File: config.mk
export PLATFORM = sky130hd
export DESIGN_NAME = axi_rchan_ctrl
export DESIGN_NICKNAME = d
export VERILOG_FILES = /design/src/rtl/bridge_pkg.sv /design/src/rtl/rchan_out_reg.sv /design/src/rtl/axi_rchan_ctrl.sv
export SDC_FILE = /design/constraint.sdc
export NUM_CORES = 1
export LEC_CHECK = 0
export ABC_AREA = 1
export ABC_CLOCK_PERIOD_IN_PS = 2600
export CELL_PAD_IN_SITES_DETAIL_PLACEMENT = 0
export CELL_PAD_IN_SITES_GLOBAL_PLACEMENT = 1
export CORE_UTILIZATION = 32
export CTS_BUF_LIST = sky130_fd_sc_hd__clkbuf_2 sky130_fd_sc_hd__clkbuf_4 sky130_fd_sc_hd__clkbuf_8
export DETAILED_ROUTE_END_ITERATION = 10
export MAX_ROUTING_LAYER = met4
export PLACE_DENSITY = 0.95
export SLEW_MARGIN = 20
export SYNTH_ARGS = -nofsm -noshare
export SYNTH_HDL_FRONTEND = slang
export SYNTH_SLANG_ARGS = --single-unit
File: constraint.sdc
create_clock -name rclk -period 2.6 [get_ports rclk]
set_input_delay 0.78 -clock rclk [delete_from_list [all_inputs] [get_ports rclk]]
set_output_delay 0.78 -clock rclk [all_outputs]
set_load 0.01 [all_outputs]
File: src/rtl/bridge_pkg.sv
// Shared types and constants for the AHB-to-AXI bridge read path.
// Holds response codes, read-channel state encoding and default widths.
package bridge_pkg;

  localparam int DEF_DATA_WIDTH = 64;
  localparam int DEF_ID_WIDTH   = 4;
  localparam int DEF_LEN_WIDTH  = 8;

  localparam logic [1:0] RESP_OKAY   = 2'b00;
  localparam logic [1:0] RESP_SLVERR = 2'b10;

  typedef enum logic [1:0] {
    IDLE  = 2'd0,
    BURST = 2'd1,
    LAST  = 2'd2
  } rchan_state_e;

endpackage

File: src/rtl/rchan_out_reg.sv
// AXI R-channel holding register: loads a new beat, holds it under
// backpressure, and drops RVALID once the beat has been accepted.
module rchan_out_reg
  import bridge_pkg::*;
#(
  parameter int DATA_WIDTH = DEF_DATA_WIDTH,
  parameter int ID_WIDTH   = DEF_ID_WIDTH
) (
  input  logic                  clk_i,
  input  logic                  reset_i,
  input  logic                  load_i,
  input  logic                  clear_i,
  input  logic [DATA_WIDTH-1:0] data_i,
  input  logic [ID_WIDTH-1:0]   id_i,
  input  logic [1:0]            resp_i,
  input  logic                  last_i,
  output logic                  rvalid_o,
  output logic [DATA_WIDTH-1:0] rdata_o,
  output logic [ID_WIDTH-1:0]   rid_o,
  output logic [1:0]            rresp_o,
  output logic                  rlast_o
);

  logic                  rvalid_q;
  logic [DATA_WIDTH-1:0] rdata_q;
  logic [ID_WIDTH-1:0]   rid_q;
  logic [1:0]            rresp_q;
  logic                  rlast_q;

  // NOTE: sequential state uses non-blocking assignments so every register
  // samples pre-edge values regardless of process evaluation order.
  always_ff @(posedge clk_i) begin
    if (reset_i) begin
      rvalid_q <= 1'b0;
      rdata_q  <= '0;
      rid_q    <= '0;
      rresp_q  <= RESP_OKAY;
      rlast_q  <= 1'b0;
    end else if (load_i) begin
      // A load during a handshake replaces the accepted beat with no bubble.
      rvalid_q <= 1'b1;
      rdata_q  <= data_i;
      rid_q    <= id_i;
      rresp_q  <= resp_i;
      rlast_q  <= last_i;
    end else if (clear_i) begin
      rvalid_q <= 1'b0;
      rlast_q  <= 1'b0;
    end
  end

  assign rvalid_o = rvalid_q;
  assign rdata_o  = rdata_q;
  assign rid_o    = rid_q;
  assign rresp_o  = rresp_q;
  assign rlast_o  = rlast_q;

endmodule

File: src/rtl/axi_rchan_ctrl.sv
// AXI read-data channel controller: pops the read-data FIFO one beat at a
// time for each accepted burst command and generates RLAST from a beat count.
module axi_rchan_ctrl
  import bridge_pkg::*;
#(
  parameter int DATA_WIDTH = DEF_DATA_WIDTH,
  parameter int ID_WIDTH   = DEF_ID_WIDTH,
  parameter int LEN_WIDTH  = DEF_LEN_WIDTH
) (
  input  logic                  rclk,
  input  logic                  reset,
  input  logic                  cmd_valid,
  output logic                  cmd_ready,
  input  logic [ID_WIDTH-1:0]   cmd_id,
  input  logic [LEN_WIDTH-1:0]  cmd_len,
  input  logic                  cmd_err,
  input  logic                  fifo_empty,
  input  logic [DATA_WIDTH-1:0] fifo_data,
  output logic                  fifo_read_en,
  output logic                  rvalid,
  input  logic                  rready,
  output logic [DATA_WIDTH-1:0] rdata,
  output logic [ID_WIDTH-1:0]   rid,
  output logic [1:0]            rresp,
  output logic                  rlast,
  output logic                  busy
);

  // One extra bit so len=255 represents 256 remaining beats.
  localparam int CNT_WIDTH = LEN_WIDTH + 1;

  rchan_state_e         state_q, state_d;
  logic [CNT_WIDTH-1:0] beats_left_q, beats_left_d;
  logic [ID_WIDTH-1:0]  id_q, id_d;
  logic                 err_q, err_d;
  logic                 pop;
  logic                 out_free;
  logic                 handshake;

  assign out_free  = !rvalid || rready;
  assign handshake = rvalid && rready;

  always_comb begin
    // NOTE: defaults first so every path assigns every signal; no latches.
    state_d      = state_q;
    beats_left_d = beats_left_q;
    id_d         = id_q;
    err_d        = err_q;
    pop          = 1'b0;
    unique case (state_q)
      IDLE: begin
        if (cmd_valid) begin
          id_d         = cmd_id;
          err_d        = cmd_err;
          beats_left_d = {1'b0, cmd_len} + CNT_WIDTH'(1);
          state_d      = BURST;
        end
      end
      BURST: begin
        if (!fifo_empty && out_free) begin
          pop          = 1'b1;
          beats_left_d = beats_left_q - CNT_WIDTH'(1);
          if (beats_left_q == CNT_WIDTH'(1)) state_d = LAST;
        end
      end
      LAST: begin
        // Hold off the next command until the final beat is accepted.
        if (handshake) state_d = IDLE;
      end
      default: state_d = IDLE;
    endcase
  end

  always_ff @(posedge rclk) begin
    if (reset) begin
      state_q      <= IDLE;
      beats_left_q <= '0;
      id_q         <= '0;
      err_q        <= 1'b0;
    end else begin
      state_q      <= state_d;
      beats_left_q <= beats_left_d;
      id_q         <= id_d;
      err_q        <= err_d;
    end
  end

  assign fifo_read_en = pop && !reset;
  assign cmd_ready    = (state_q == IDLE);
  assign busy         = (state_q != IDLE);

  rchan_out_reg #(
    .DATA_WIDTH (DATA_WIDTH),
    .ID_WIDTH   (ID_WIDTH)
  ) u_out_reg (
    .clk_i    (rclk),
    .reset_i  (reset),
    .load_i   (fifo_read_en),
    .clear_i  (handshake),
    .data_i   (fifo_data),
    .id_i     (id_q),
    .resp_i   (err_q ? RESP_SLVERR : RESP_OKAY),
    .last_i   (beats_left_q == CNT_WIDTH'(1)),
    .rvalid_o (rvalid),
    .rdata_o  (rdata),
    .rid_o    (rid),
    .rresp_o  (rresp),
    .rlast_o  (rlast)
  );

endmodule

==> results.ini <==
[global_route]
grt_pass1_vias = 3320
antenna_found_initial = 0
track_usage = 0.1809
grtUsageMet1 = 0.2186
grt_overflow = 0
top_usage_layer = met2
grt_max_degree = 82
use_met2 = 0.2824
grt_pass1_wl_um = 15950
grtUsageMet3 = 0.06867

[placed_design]
port_buffers = 155
hpwl_um = 6658
place_ws_ns = -0.4340
gp_congestion = 0.8847

[setup_path]
crit_arrival_ns = 1.76
crit_required_ns = 1.82
reg2reg_slack_ns = 0.62
endpoint_kind = output pin
worstPathMaxFanout = 2
critical_path_class = in -> out
start_kind = primary input

[synthesis]
yosysWarnings = 0
synth_cells = 473
synth-seq-cells = 87
syn_area_um2 = 3462
syn_nets = 558
yosys.cell_types.count = 26
seq_area_frac_synth = 0.5031
syn_area_per_cell_um2 = 7.319

[detailed_routing]
ant_nets = 0
totalWireLength_um = 9627
drt_iter0_drc = 151
drc_errors = 0
wl_per_cell_um = 12.62
drt-pass1-iter-count = 4
avgViaCountPerCell = 4.571
vias = 3488

[power_and_ir_drop]
swShare = 0.2797
power_density_nw_per_um2 = 586.0
power_switching_uw = 875.6
internal_power_mw = 2.255
power.leakage_nw = 2.268
power_mw = 3.131
max-vdd-ir-drop_v = 0.0003386
p_comb_frac = 0.205
power_frac_seq = 0.475
p_clk_frac = 0.320

[timing]
worst_slack_ns = 0.06017
setup_viol = 0
grt_setup_unrepaired = no
drv_slew = 0
finalHoldViolations = 0
relSlewSlack = 0.5269
fmax_ghz = 0.3937
worst_slew_pin_slew_ns = 0.7096
finalCritPeriodShare = 0.9769
min_period_ns = 2.540
skew_ns = 0.01191

[clock_network]
root_buffer = clkbuf_8
cts_max_path_buffers = 2
cts_tree = built
htree_levels = 3
clk_latency_ns = 0.35
clock-sinks = 87
clk_pin_slew_ns = 0.09
ctsHoldBuffers = 0
numCtsBuffers = 9

[die]
core_area_um2 = 10420
die_w_um = 106.0
fp.dieArea_um2 = 11240
die_h_um = 106.0
num_rows = 37
ioPinCount = 157
initial_core_util = 0.3324

[min_path]
worstHoldPathType = reg -> reg

[layout]
n_antenna_cell = 0
areaGrowthSynthToFinish_pct = 54.32
fillers = 1013
finalNetCount = 707
multi_input_area_um2 = 1513
register_area_um2 = 1742
drive_gt1_frac = 0.05104

[run_status]
status = finished, final reports clean

[job]
maxCapViolCount = 0

## per-layer routing
metal	vias to the layer above	part of all wire	wire, um
li1	1808	-	-
met4	0	0.012	112
met2	101	0.47	4532
met5	-	0	0
met1	1570	0.45	4307
met3	9	0.070	675
## worst max-delay path: stages
cell and delay [ns]:
clkdlybuf4s50_1 0.41, inv_1 0.09, nand2_4 0.07, nor2_8 0.08, nand2_1 0.07, inv_1 0.05, clkdlybuf4s15_2 0.21
## worst paths after layout
check	from	to	cells after the start
setup / recovery	fifo_empty	fifo_read_en	7
hold / removal	id_q[3]	u_out_reg.rid_o[3]	2
setup reg to reg	state_q[1]	u_out_reg.rdata_o[29]	8
hold reg to reg	id_q[3]	u_out_reg.rid_o[3]	2
## cells in the mapped netlist
master    count  area share
nor2_1      161        0.17
dfxtp_1      87        0.50
o21ai_0      86        0.12
nand2_1      41       0.044
inv_1        22       0.024
nand3_1      18       0.026
a21oi_1      12       0.017
clkbuf_1      8      0.0087
clkbuf_2      7       0.010
buf_2         6      0.0087
ha_1          3       0.011
nand2_2       3      0.0054
nand4_1       3      0.0054
buf_6         2      0.0065
nor3_1        2      0.0029
xor2_1        2      0.0051
buf_4         1      0.0022
clkinv_1      1      0.0011
conb_1        1      0.0011
inv_2         1      0.0011
nand2_4       1      0.0033
nand3b_1      1      0.0022
nor2_2        1      0.0018
nor2_8        1      0.0058
o22ai_1       1      0.0018
xnor2_1       1      0.0025
## sequential cells by signal (all words and copies together), names as in the netlist
signal              count
u_out_reg.rlast_o       1
beats_left_q            9
u_out_reg.rid_o         4
err_q                   1
id_q                    4
state_q                 2
u_out_reg.rdata_o      64
u_out_reg.rresp_o       1
u_out_reg.rvalid_o      1
## timing repair
action	in CTS	in global routing
gates resized for setup	6	0
setup endpoints to repair	1	0
setup buffers	1	0
## per-stage QoR
stage / setup TNS, ns / cell area (um^2) / utilization / hold WS (ns) / std cells
floorplan: 0 / 3462 / - / 0.4297 / 473
global placement: -15.81 / 5116 / 0.4912 / 0.4445 / 746
detailed placement: -18.05 / 5116 / 0.4912 / 0.4496 / 746
CTS: 0 / 5343 / 0.5129 / 0.4604 / 763
global route: 0 / 5343 / 0.5129 / 0.4866 / 763
finish: 0 / 5343 / 0.5129 / 0.4570 / 763
## power groups by stage
stage	registers, mW	logic [mW]	clock network [mW]
final	1.49	0.642	1.00
after global routing	1.50	0.711	1.10
after CTS	1.49	0.647	1.04
after detailed placement	1.51	0.641	0
after global placement	1.51	0.632	0
after floorplan	1.54	0.261	0
## cell usage in the layout (no fill, tap or decap)
cell type        Yosys  final
nor2_1             161    161
clkdlybuf4s50_1      0    153
dfxtp_1             87     87
o21ai_0             86     86
nand2_1             41     40
inv_1               22     22
nand3_1             18     18
a21oi_1             12     12
clkbuf_8             0     10
buf_4                1      6
inv_6                0      5
nand2_2              3      3
nand4_1              3      3
ha_1                 3      3
nand2_4              1      2
xor2_1               2      2
nor3_1               2      2
nor2_8               1      1
clkinv_1             1      1
inv_2                1      1
nor2_2               1      1
xnor2_1              1      1
o22ai_1              1      1
nand3b_1             1      1
conb_1               1      1
bufinv_16            0      1
dlygate4sd2_1        0      1
clkdlybuf4s15_2      0      1
buf_12               0      1
## logic make-up after synthesis
group | after synthesis | synth area share
XOR/XNOR | 3 | 0.007591
AND/OR/NAND/NOR | 232 | 0.2718
AO/OA/AOI/OAI | 99 | 0.1435
buffers and inverters | 48 | 0.06216
flip-flops | 87 | 0.5031
other | 1 | 0.001083
adder cells (fa/ha/maj) | 3 | 0.01084
## cell type report
cell class	instances	share of cell area
Clock inverter	6	0.01382
Inverter	24	0.01686
Clock buffer	10	0.02576
Sequential cell	87	0.3260
Tap cell	136	0.03185
Timing Repair Buffer	162	0.3026
Multi-Input combinational cell	338	0.2831
Power figures use the tool's default switching activity.
